### src/rtl/cpu_sequencer.sv
// rtl/cpu_sequencer.sv - multi-cycle control sequencer driving datapath strobes per instruction phase
module cpu_sequencer #(
   parameter int MEM_TIMEOUT = 15,
   parameter int CNT_W       = 16
) (
   input  logic             clk,
   input  logic             reset,
   input  logic [5:0]       op,
   input  logic             zero,
   input  logic             sign,
   input  logic             mem_ready,
   output logic             ir_load,
   output logic             pc_inc,
   output logic             RegDst,
   output logic             ALUSrc,
   output logic             Mem2Reg,
   output logic             MemRead,
   output logic             MemWrite,
   output logic             RegWrite,
   output logic             PCSrc,
   output logic             push,
   output logic             pop,
   output logic [4:0]       ALUOp,
   output logic             halt,
   output logic             bus_err,
   output logic             illegal,
   output logic [CNT_W-1:0] retired
);

   localparam logic [2:0] S_FETCH  = 3'd0;
   localparam logic [2:0] S_DECODE = 3'd1;
   localparam logic [2:0] S_EXEC   = 3'd2;
   localparam logic [2:0] S_MEM    = 3'd3;
   localparam logic [2:0] S_WB     = 3'd4;
   localparam logic [2:0] S_STACK  = 3'd5;
   localparam logic [2:0] S_HALT   = 3'd6;

   localparam logic [3:0] C_ALU_R = 4'd0;
   localparam logic [3:0] C_ALU_I = 4'd1;
   localparam logic [3:0] C_LD    = 4'd2;
   localparam logic [3:0] C_ST    = 4'd3;
   localparam logic [3:0] C_BR    = 4'd4;
   localparam logic [3:0] C_CALL  = 4'd5;
   localparam logic [3:0] C_RET   = 4'd6;
   localparam logic [3:0] C_PUSH  = 4'd7;
   localparam logic [3:0] C_POP   = 4'd8;
   localparam logic [3:0] C_HALT  = 4'd9;
   localparam logic [3:0] C_ILL   = 4'd10;

   // Wait counter only needs to reach MEM_TIMEOUT; the timeout fires on that value.
   localparam int              WAIT_W   = (MEM_TIMEOUT < 1) ? 1 : $clog2(MEM_TIMEOUT + 1);
   localparam logic [WAIT_W-1:0] WAIT_MAX = WAIT_W'(MEM_TIMEOUT);

   function automatic logic [3:0] op_class(input logic [5:0] o);
      logic [3:0] c;
      casez (o)
         6'b00????: c = C_ALU_R;
         6'b01????: c = C_ALU_I;
         6'b100000: c = C_LD;
         6'b100001: c = C_ST;
         6'b101???: c = C_BR;
         6'b110000: c = C_CALL;
         6'b110001: c = C_RET;
         6'b110010: c = C_PUSH;
         6'b110011: c = C_POP;
         6'b111111: c = C_HALT;
         default:   c = C_ILL;
      endcase
      return c;
   endfunction

   logic [2:0]        state_q, state_d;
   logic [5:0]        op_q, op_d;
   logic [WAIT_W-1:0] wcnt_q, wcnt_d;
   logic              bus_err_q, bus_err_d;
   logic              illegal_q, illegal_d;
   logic [CNT_W-1:0]  retired_q, retired_d;
   logic              retire;
   logic              taken;
   logic [3:0]        cls_q;
   logic [3:0]        cls_in;

   logic ir_load_c, pc_inc_c, reg_dst_c, alu_src_c, mem2reg_c, mem_read_c;
   logic mem_write_c, reg_write_c, pc_src_c, push_c, pop_c, halt_c;
   logic [4:0] alu_op_c;

   assign cls_q  = op_class(op_q);
   assign cls_in = op_class(op);

   // Branch condition from the latched condition code and the live ALU flags
   always_comb begin
      taken = 1'b0;
      case (op_q[2:0])
         3'b000:  taken = 1'b1;
         3'b001:  taken = zero;
         3'b010:  taken = ~zero;
         3'b011:  taken = sign;
         3'b100:  taken = ~sign;
         3'b101:  taken = ~sign & ~zero;
         default: taken = 1'b0;
      endcase
   end

   // Next-state, per-state strobes and retire pulse
   always_comb begin
      state_d     = state_q;
      op_d        = op_q;
      wcnt_d      = wcnt_q;
      bus_err_d   = bus_err_q;
      illegal_d   = illegal_q;
      retire      = 1'b0;
      ir_load_c   = 1'b0;
      pc_inc_c    = 1'b0;
      reg_dst_c   = 1'b0;
      alu_src_c   = 1'b0;
      mem2reg_c   = 1'b0;
      mem_read_c  = 1'b0;
      mem_write_c = 1'b0;
      reg_write_c = 1'b0;
      pc_src_c    = 1'b0;
      push_c      = 1'b0;
      pop_c       = 1'b0;
      halt_c      = 1'b0;
      alu_op_c    = 5'b00000;
      case (state_q)
         S_FETCH: begin
            ir_load_c = 1'b1;
            pc_inc_c  = 1'b1;
            state_d   = S_DECODE;
         end
         S_DECODE: begin
            op_d = op;
            case (cls_in)
               C_ALU_R, C_ALU_I, C_LD, C_ST, C_BR: state_d = S_EXEC;
               C_CALL, C_RET, C_PUSH, C_POP:       state_d = S_STACK;
               C_HALT: begin
                  state_d = S_HALT;
                  retire  = 1'b1;
               end
               default: begin
                  // Undefined opcodes retire as a NOP and flag the event.
                  illegal_d = 1'b1;
                  retire    = 1'b1;
                  state_d   = S_FETCH;
               end
            endcase
         end
         S_EXEC: begin
            wcnt_d = '0;
            case (cls_q)
               C_ALU_R: begin
                  alu_op_c = {1'b0, op_q[3:0]};
                  state_d  = S_WB;
               end
               C_ALU_I: begin
                  alu_op_c  = {1'b0, op_q[3:0]};
                  alu_src_c = 1'b1;
                  state_d   = S_WB;
               end
               C_LD, C_ST: begin
                  alu_src_c = 1'b1;
                  state_d   = S_MEM;
               end
               C_BR: begin
                  alu_op_c = 5'b00001;
                  pc_src_c = taken;
                  retire   = 1'b1;
                  state_d  = S_FETCH;
               end
               default: state_d = S_FETCH;
            endcase
         end
         S_MEM: begin
            mem_read_c  = (cls_q == C_LD);
            mem_write_c = (cls_q == C_ST);
            if (mem_ready) begin
               if (cls_q == C_LD) begin
                  state_d = S_WB;
               end else begin
                  retire  = 1'b1;
                  state_d = S_FETCH;
               end
            end else if (wcnt_q == WAIT_MAX) begin
               bus_err_d = 1'b1;
               state_d   = S_HALT;
            end else begin
               wcnt_d = wcnt_q + 1'b1;
            end
         end
         S_WB: begin
            reg_write_c = 1'b1;
            reg_dst_c   = (cls_q == C_ALU_R);
            mem2reg_c   = (cls_q == C_LD);
            retire      = 1'b1;
            state_d     = S_FETCH;
         end
         S_STACK: begin
            push_c      = (cls_q == C_PUSH) || (cls_q == C_CALL);
            pop_c       = (cls_q == C_POP)  || (cls_q == C_RET);
            pc_src_c    = (cls_q == C_CALL) || (cls_q == C_RET);
            reg_write_c = (cls_q == C_POP);
            mem2reg_c   = (cls_q == C_POP);
            retire      = 1'b1;
            state_d     = S_FETCH;
         end
         S_HALT: begin
            halt_c = 1'b1;
         end
         default: state_d = S_FETCH;
      endcase
      retired_d = retire ? retired_q + CNT_W'(1) : retired_q;
   end

   // Sequencer registers; reset returns to FETCH with all sticky flags cleared
   always_ff @(posedge clk or negedge reset) begin
      if (!reset) begin
         state_q   <= S_FETCH;
         op_q      <= '0;
         wcnt_q    <= '0;
         bus_err_q <= 1'b0;
         illegal_q <= 1'b0;
         retired_q <= '0;
      end else begin
         state_q   <= state_d;
         op_q      <= op_d;
         wcnt_q    <= wcnt_d;
         bus_err_q <= bus_err_d;
         illegal_q <= illegal_d;
         retired_q <= retired_d;
      end
   end

   // Strobes are gated by reset so they drop the instant reset asserts,
   // even though the state register already reads FETCH.
   assign ir_load  = reset & ir_load_c;
   assign pc_inc   = reset & pc_inc_c;
   assign RegDst   = reset & reg_dst_c;
   assign ALUSrc   = reset & alu_src_c;
   assign Mem2Reg  = reset & mem2reg_c;
   assign MemRead  = reset & mem_read_c;
   assign MemWrite = reset & mem_write_c;
   assign RegWrite = reset & reg_write_c;
   assign PCSrc    = reset & pc_src_c;
   assign push     = reset & push_c;
   assign pop      = reset & pop_c;
   assign halt     = reset & halt_c;
   assign ALUOp    = {5{reset}} & alu_op_c;
   assign bus_err  = bus_err_q;
   assign illegal  = illegal_q;
   assign retired  = retired_q;

endmodule
### config.mk
export PLATFORM = sky130hd
export DESIGN_NAME = cpu_sequencer
export DESIGN_NICKNAME = d
export VERILOG_FILES = /design/src/rtl/cpu_sequencer.sv
export SDC_FILE = /design/constraint.sdc
export NUM_CORES = 1
export LEC_CHECK = 0
export CELL_PAD_IN_SITES_DETAIL_PLACEMENT = 0
export CELL_PAD_IN_SITES_GLOBAL_PLACEMENT = 1
export CORE_MARGIN = 2
export CORE_UTILIZATION = 38
export CTS_CLUSTER_SIZE = 8
export DETAILED_ROUTE_END_ITERATION = 8
export PLACE_DENSITY = 0.8
export SYNTH_ARGS = -nofsm -noshare
export SYNTH_HDL_FRONTEND = slang
export SYNTH_SLANG_ARGS = --single-unit
### constraint.sdc
create_clock -name clk -period 2.3 [get_ports clk]
set_clock_uncertainty 0.15 [all_clocks]
set_input_delay 0.345 -clock clk [delete_from_list [all_inputs] [get_ports clk]]
set_output_delay 0.345 -clock clk [all_outputs]
set_load 0.005 [all_outputs]
== After elaboration in Yosys (flattened, before gate mapping) ==
Index checks and enable logic that the tools add are counted.
Word-level totals
  register bits: 31
  input bits: 11
  logic and storage cells: 130
Operators by class
  $add $sub $neg: 2
  eq/ne operators: 50
  mux-type cells: 32
  bitwise gates (word level): 18
  reduce and logical (&&, ||, !) cells: 22
Operator list (number)
  6-bit equality test, second input constant: 14
  4-bit one-hot mux with 10 select lines: 2
  4-bit by 3-bit equality test with 1-bit output, second input constant: 8
  3-bit equality test, second input constant: 7
  16-bit by 1-bit adder with 16-bit output, second input constant: 1
  4-bit by 2-bit equality test with 1-bit output, second input constant: 4
  4-bit equality test, second input constant: 4
  4-bit one-hot mux with 2 select lines: 2
  3-bit one-hot mux with 5 select lines: 1
  1-bit two-way mux: 14
  1-bit AND: 12
  3-bit by 2-bit equality test with 1-bit output, second input constant: 4
  4-bit two-way mux: 3
  10-bit OR reduction: 1
  3-bit two-way mux: 3
  3-bit one-hot mux with 3 select lines: 1
  9-bit OR reduction: 1
  4-bit by 1-bit equality test with 1-bit output, second input constant: 2
  4-bit zero test: 2
  3-bit by 1-bit equality test with 1-bit output, second input constant: 2
  3-bit zero test: 2
  1-bit one-hot mux with 2 select lines: 3
  1-bit one-hot mux with 6 select lines: 1
  3-bit one-hot mux with 2 select lines: 1
  16 further kinds: 29

== Longest topological paths before layout ==
Gate-level depths: netlist (run 1).
  depth after elaboration: 7
  depth in mapped cells: 9

== Least setup slack after synthesis (run 1) ==
OpenSTA, ideal clock, no wires.
  path type: flip-flop to output port
  start point: reg op_q[2]
  end point: out ALUOp[1]
  arrival: 1713 ps
  setup slack: 92 ps
  cell stages (with the launch flop): 7
  path buffers: 1
  path through: dfrtp_1 buf_2 or3b_2 o311a_1 o21ai_2 and3_1 and2_1
Between the ends
  longest elaborated chain between the ends: 7
  elaborated cells between the ends (all ways): 15
  classes of those cells: eq/ne: 9; mux: 3; bitwise: 1; reduce/logical: 2
RTL lines
  start: declaration: line 73  | logic [5:0] op_q, op_d;
  start signal: assignment: line 225  | op_q <= op_d;
  6-bit equality test: line 56  | casez (o)
  4-bit one-hot mux with 10 select lines *: line 56
  4-bit by 1-bit equality test with 1-bit output or 4-bit zero test (tied branches): line 150  | case (cls_q)
  2-bit OR reduction (no line)
  4-bit one-hot mux with 2 select lines *: line 150
  4-bit two-way mux *: line 125  | case (state_q)
  5-bit AND *: line 247  | assign ALUOp = {5{reset}} & alu_op_c;
  end: declaration: line 23  | output logic [4:0] ALUOp,
Every way passes the cells marked *; elsewhere a longest branch is shown, timed or not.

== Worst setup path in the final report (run 1) ==
  start point: reg op_q[2]
  end point: out ALUOp[3]
The elaborated chain is that of the path after synthesis.

==> impl_metrics.json, run 1 <==
{
  "status": "finished, violations left",
  "violations": "negative setup slack",
  "synth_top_family_by_area": "simple AND/OR/NAND/NOR gates",
  "first_iter_violations": 86,
  "die_x_um": 76.70,
  "ys.flop_type": "dfrtp_1",
  "reg2reg_depth": 9,
  "place_ws_ns": -0.3332,
  "r2r_start": "op_q[3]",
  "core_area_sq_um": 5107,
  "fin_crit_sh": 1.096,
  "start_util": 0.3932,
  "io_buffers": 44,
  "antenna_cells": 0,
  "synth_fa_ha_area_frac": 0.01246,
  "synth.ff_latch_count": 31,
  "synth_top_area_frac": 0.3863,
  "synth_compound_area_frac": 0.1614,
  "drc": 0,
  "hold_class": "reg2reg",
  "critPathSlowestCell": "dfrtp_1",
  "synth.top_cells.by_count": "31 x dfrtp_1, 16 x xnor2_1, 15 x nor2_1, 14 x nand4_1",
  "reg2reg_slack_ns": -0.10,
  "layout_min_cycle_time_ns": 2.520,
  "track_usage": 0.2047,
  "dp_cells": 364,
  "power_per_cell_area_nw_per_um2": 1091,
  "min-delay-start": "illegal",
  "cp_cell_sequence": "or3b_4 -> o311a_1 -> o21ai_4 -> buf_6 -> and3_4 -> and2_4 -> buf_6",
  "yosysMostFrequentCell": "dfrtp_1",
  "p_leak_uw": 0.001371,
  "cts_made_buffers": 5,
  "finalMaxSlewViolations": 0,
  "hold_violations": 0,
  "async_flop_share": 1.000,
  "synth-xor-area-share": 0.07414,
  "ctsHtreeMaxLevel": 2,
  "area_delta_synth_final_pct": 54.77,
  "tightest_slew_ns": 0.4970,
  "clk_pin_slew_worst_paths_ns": 0.06,
  "avgRoutedWirePerCell_um": 14.72,
  "first_pass_iters": 4,
  "max_stage_delay_ns": 0.39,
  "cp-end-kind": "output pin",
  "worstPathArrival_ns": 2.03,
  "synth_area_per_cell_sq_um": 9.212,
  "cts_sinks": 31,
  "tns_ns": -2.926,
  "fmax_mhz": 396.8,
  "synthMuxAreaShare": 0.04860,
  "final_layout_size_suffix_gt1_frac": 0.3449,
  "final_area_sq_um": 3108,
  "drt.antenna.violating_nets": 0,
  "worst-setup-path-type": "reg2out",
  "grt_max_degree": 21,
  "die_h_um": 76.70,
  "clk_latency_ns": 0.28,
  "hold-path-endpoint": "illegal",
  "ys_seq_area_frac": 0.3863,
  "grt_pass1_wl_mm": 9.639,
  "row_count": 26,
  "whs_path_depth": 1,
  "ir_drop_mv": 0.5628,
  "yosys-top-cells-area": "dfrtp_1 39%, xnor2_1 7.0%, nand4_1 4.4%",
  "wl_mm": 5.680,
  "relSlewSlack": 0.6645,
  "yosys.area.top_type": "dfrtp_1",
  "hpwl_mm": 3.878,
  "drv_cap": 0,
  "grt_pass1_vias": 1997,
  "setup_slack_ns": -0.2204,
  "start_kind": "register",
  "critPathMaxFanout": 4,
  "cp.required_ns": 1.80,
  "fill_cells": 456,
  "die_area_sq_um": 5882,
  "crit_top_cell": "buf_6",
  "boundaryPins": 46,
  "via_count": 2003,
  "fin_nets": 328,
  "setup_viol": 29,
  "synth_fp_nets": 231,
  "rsz0062_at_grt": "true",
  "vias_per_cell": 5.189,
  "synth.distinct_cells": 50,
  "antenna_found_initial": 0,
  "syn-cell-area_sq_um": 2008,
  "synth_edf_count": 0,
  "place_congestion": 0.8943,
  "clockRootBuffer": "clkbuf_8",
  "cts_tree": "built",
  "placed_cell_area_sq_um": 2795,
  "synth_warnings": 0,
  "clockBufferDepth": 2,
  "layoutNonFillerInstCount": 386,
  "grt.overflow.total": 0,
  "synth_cells": 218,
  "yosys.area_share.simple": 0.2692,
  "reg2reg_to": "retired[11]"
}
-- metal layers --
metal	part of all wire	wire, um	vias to the layer above	global-route usage
met1	0.45	2542	951	0.2539
met3	0.037	212	8	0.04824
met2	0.50	2863	50	0.3474
met5	0	0	-	0
li1	-	-	994	-
met4	0.011	62	0	0.07273
-- state kept, by name (all words and copies together) (netlist names) --
name / flops
retired: 16
bus_err: 1
illegal: 1
state_q: 3
op_q: 6
wcnt_q: 4
-- what timing repair did --
item,CTS,global route
endpoints found under the setup margin,27,31
pin swaps,24,11
gates cloned,1,0
gates resized for setup,79,10
endpoints found under the hold margin,23,0
hold buffers,1,0
setup buffers,12,2
-- metrics by stage --
| stage | power [uW] | hold slack, ns | utilization |
|---|---|---|---|
| 2_1_floorplan | 1798 | -0.1006 | - |
| 3_3_place_gp | 2508 | 0.1854 | 0.5473 |
| 3_5_place_dp | 2535 | 0.1911 | 0.5473 |
| 4_1_cts | 3292 | 0.3125 | 0.5970 |
| 5_1_grt | 3630 | 0.3213 | 0.6085 |
| 6_report | 3392 | 0.3051 | 0.6085 |
-- worst max-delay path by stage --
| stage | start | endpoint | slack [ns] | depth (start not counted) |
|---|---|---|---|---|
| 3_3_place_gp | op_q[3] | ALUOp[3] | -0.29 | 6 |
| 2_1_floorplan | op_q[2] | ALUOp[1] | 0.09 | 6 |
| 4_1_cts | op_q[2] | ALUOp[3] | -0.27 | 7 |
| 5_1_grt | op_q[3] | pop | -0.33 | 10 |
| 6_report | op_q[2] | ALUOp[3] | -0.22 | 7 |
| 3_5_place_dp | op_q[3] | ALUOp[3] | -0.33 | 6 |
-- critical path: cells and delay by family, from the launching register on --
family                 cells  cell delay, ns
and+or+nand+nor            3            0.72
buffers and inverters      2            0.21
AOI/OAI and AO/OA          2            0.43
DFF                        1            0.39
-- report_power, final --
group          leakage, uW  internal [uW]  switching (uW)
Sequential        0.000392            715             195
Clock            0.0000422            212             192
Combinational     0.000937           1120             956
Total              0.00137           2050            1340
-- layout by cell type (no fill, tap or decap), drive strengths merged, types with 9 or more instances in the layout --
cell and count:
clkdlybuf4s50 31, nor2 15, and3 13, dfrtp 31, xnor2 16, nand3 9
nand4 15, nand2 14, o21ai 11, buf 70
-- layout make-up --
cell class / instances / area [sq um] / share of cell area
multi-input combinational: 169 / 1259 / 0.4050
timing repair buffer: 103 / 885.9 / 0.2850
sequential: 31 / 775.7 / 0.2496
tap: 70 / 87.58 / 0.02818
clock buffer: 7 / 76.32 / 0.02456
inverter: 5 / 18.77 / 0.006039
clock inverter: 1 / 5.005 / 0.001610
-- cell families after synthesis --
| family | count (synthesis) |
|---|---|
| compound gates | 47 |
| xor+xnor | 17 |
| fa+ha+maj | 2 |
| buf+inv | 18 |
| flops | 31 |
| mux | 9 |
| other cells | 1 |
| simple gates | 93 |
Note: power is estimated with default switching activity, not from simulation.
==> inputs of run 2 (changes only) <==
--- a/config.mk
+++ b/config.mk
@@ -5,10 +5,11 @@
 export SDC_FILE = /design/constraint.sdc
 export NUM_CORES = 1
 export LEC_CHECK = 0
+export ABC_AREA = 1
 export CELL_PAD_IN_SITES_DETAIL_PLACEMENT = 0
 export CELL_PAD_IN_SITES_GLOBAL_PLACEMENT = 1
 export CORE_MARGIN = 2
-export CORE_UTILIZATION = 38
+export CORE_UTILIZATION = 36
 export CTS_CLUSTER_SIZE = 8
 export DETAILED_ROUTE_END_ITERATION = 8
 export PLACE_DENSITY = 0.8
==> run 2 against run 1 <==
Compared with the run above: sequential cell count unchanged; largest cell class unchanged; area after synthesis up 8.9%; critical path type unchanged; total power shrank 24%; the flow now finishes without violations.
==> impl_metrics.json, run 2 <==
{
  "mostFrequentLayoutCells": "97 x nand2_1, 33 x nor2_1, 31 x clkdlybuf4s50_1",
  "place_ws_ns": -0.1538,
  "avgRoutedWirePerCell_um": 12.87,
  "antenna_cells": 0,
  "grt_max_degree": 22,
  "core_area_sq_um": 5886,
  "boundaryPins": 46,
  "synth_fp_nets": 330,
  "synth.distinct_cells": 34,
  "p_leak_uw": 0.001483,
  "grt_pass1_vias": 2181,
  "hpwl_mm": 4.417,
  "layout_commonest_cell": "nand2_1",
  "async_flop_share": 1.000,
  "clockBufferDepth": 2,
  "yosysMostFrequentCell": "nand2_1",
  "fin_util": 0.5140,
  "hold_violations": 0,
  "synth_cells": 317,
  "ys_seq_area_frac": 0.3547,
  "ys.flop_type": "dfrtp_1",
  "cp_cell_sequence": "inv_2 -> nand2_4 -> nor2_4 -> nand3_1 -> a21oi_2 -> clkdlybuf4s50_1",
  "setup_viol": 0,
  "max_stage_delay_ns": 0.50,
  "wl_mm": 5.920,
  "synth.ff_latch_count": 31,
  "critical_path_buf_inv_count": 2,
  "synth_warnings": 0,
  "synth_area_per_cell_sq_um": 6.899,
  "place_congestion": 0.8916,
  "ir_drop_mv": 0.3728,
  "drc": 0,
  "status": "complete, no violations",
  "track_usage": 0.1918,
  "clk_latency_ns": 0.28,
  "die_h_um": 81.95,
  "synth_compound_area_frac": 0.06236,
  "area_delta_synth_final_pct": 38.33,
  "fin_crit_sh": 0.9832,
  "synth_top_area_frac": 0.3547,
  "start_util": 0.3716,
  "ctsHtreeMaxLevel": 2,
  "yosys.area.top_type": "dfrtp_1",
  "r2r_start": "op_q[0]",
  "layout_min_cycle_time_ns": 2.261,
  "fmax_mhz": 442.2,
  "reg2reg_slack_ns": 0.55,
  "cp-end-kind": "output pin",
  "worst-setup-path-type": "reg2out",
  "critPathMaxFanout": 4,
  "row_count": 28,
  "setup_slack_ns": 0.03875,
  "largest_register_ffs": 16,
  "fin_nets": 397,
  "cts_made_buffers": 5,
  "grt.overflow.total": 0,
  "cp_top_family": "buffers and inverters",
  "power_per_cell_area_nw_per_um2": 855.9,
  "worstPathArrival_ns": 1.77,
  "cts_sinks": 31,
  "syn-cell-area_sq_um": 2187,
  "grt_pass1_wl_mm": 9.825,
  "synthMuxAreaShare": 0,
  "rsz0062_at_grt": "true",
  "first_iter_violations": 74,
  "synth_edf_count": 0,
  "yosys.area_share.simple": 0.4291,
  "synth_top_family_by_area": "simple AND/OR/NAND/NOR gates",
  "via_count": 2291,
  "hold_class": "in2async",
  "finalMaxSlewViolations": 0,
  "clockRootBuffer": "clkbuf_8",
  "drt.antenna.violating_nets": 0,
  "synth.top_cells.by_count": "98 x nand2_1, 36 x nor2_1, 31 x dfrtp_1, 31 x inv_1, 21 x nand4_1",
  "reg2reg_to": "retired[11]",
  "cts_hold_buffers": 0,
  "vias_per_cell": 4.980,
  "drv_cap": 0,
  "cts_tree": "built",
  "critPathSlowestCell": "clkdlybuf4s50_1",
  "yosys-top-cells-area": "dfrtp_1 35%, nand2_1 17%, nor2_1 6.2%",
  "reg2reg_depth": 8,
  "io_buffers": 44,
  "fill_cells": 596,
  "die_x_um": 81.95,
  "cp.required_ns": 1.80,
  "start_kind": "register",
  "clk_pin_slew_worst_paths_ns": 0.07,
  "first_pass_iters": 4,
  "final_layout_size_suffix_gt1_frac": 0.1792,
  "die_area_sq_um": 6715,
  "synth_fa_ha_area_frac": 0.01144,
  "antenna_found_initial": 0,
  "synth-xor-area-share": 0.05206
}
[run 2: logic make-up (layout without fill, tap and decap cells)]
logic type / Yosys count / count (layout)
AND/OR/NAND/NOR: 200 / 200
buffers and inverters: 46 / 114
flip-flops: 31 / 31
AO/OA/AOI/OAI: 24 / 24
XOR/XNOR: 13 / 13
adder cells (fa/ha/maj): 2 / 2
other: 1 / 1
[run 2: power by group]
part	leakage [uW]	internal [uW]	total [uW]	switching, uW
registers	0.000403	671	837	166
clock network	0.0000612	350	561	210
logic	0.00102	484	1190	707
[run 2: cell type report]
| type | instances | area (sq um) | share of cell area |
|---|---|---|---|
| Clock buffer | 6 | 82.58 | 0.02730 |
| Clock inverter | 2 | 35.03 | 0.01158 |
| Inverter | 38 | 145.1 | 0.04797 |
| Multi-Input combinational cell | 240 | 1270 | 0.4198 |
| Sequential cell | 31 | 779.5 | 0.2577 |
| Tap cell | 75 | 93.84 | 0.03102 |
| Timing Repair Buffer | 68 | 619.3 | 0.2047 |
[run 2: worst max path at each step]
stage / start / to / slack, ns / depth (start not counted)
5_1_grt: state_q[2] / ALUOp[0] / -0.05 / 6
2_1_floorplan: state_q[2] / ALUOp[0] / 0.53 / 6
6_report: state_q[2] / ALUOp[0] / 0.04 / 6
3_3_place_gp: reset / Mem2Reg / -0.18 / 6
4_1_cts: state_q[2] / ALUOp[2] / 0.0005 / 6
3_5_place_dp: reset / Mem2Reg / -0.15 / 6
[run 2: per-layer routing]
| metal | global-route usage | share of wire |
|---|---|---|
| met1 | 0.2447 | 0.46 |
| met2 | 0.3163 | 0.48 |
| met3 | 0.04176 | 0.040 |
| met4 | 0.07333 | 0.014 |
| met5 | 0 | 0 |
[run 2: what timing repair did]
action / CTS / global route
buffers inserted: 5 / 1
resized for setup: 21 / 11
setup endpoints to repair: 16 / 8
pin swaps: 4 / 1
gates cloned: 0 / 0
hold endpoints to repair: 0 / 0
[run 2: stage by stage]
stage / hold WS, ns / total power, uW / cells / setup TNS, ns / instance area, sq um
floorplan: -0.1006 / 1516 / 317 / 0 / 2187
global placement: 0.2977 / 1902 / 446 / -0.9979 / 2808
detailed placement: 0.3040 / 1901 / 446 / -1.131 / 2808
CTS: 0.1479 / 2564 / 459 / 0 / 2982
global route: 0.1741 / 2791 / 460 / -0.08651 / 3025
finish: 0.1340 / 2589 / 460 / 0 / 3025
==> inputs of run 3 (changes only) <==
--- a/config.mk
+++ b/config.mk
@@ -10,7 +10,6 @@
 export CELL_PAD_IN_SITES_GLOBAL_PLACEMENT = 1
 export CORE_MARGIN = 2
 export CORE_UTILIZATION = 36
-export CTS_CLUSTER_SIZE = 8
 export DETAILED_ROUTE_END_ITERATION = 8
 export PLACE_DENSITY = 0.8
 export SYNTH_ARGS = -nofsm -noshare
==> results of run 3 <==
The final DEF is identical to that of run 2; final timing and power are the same.
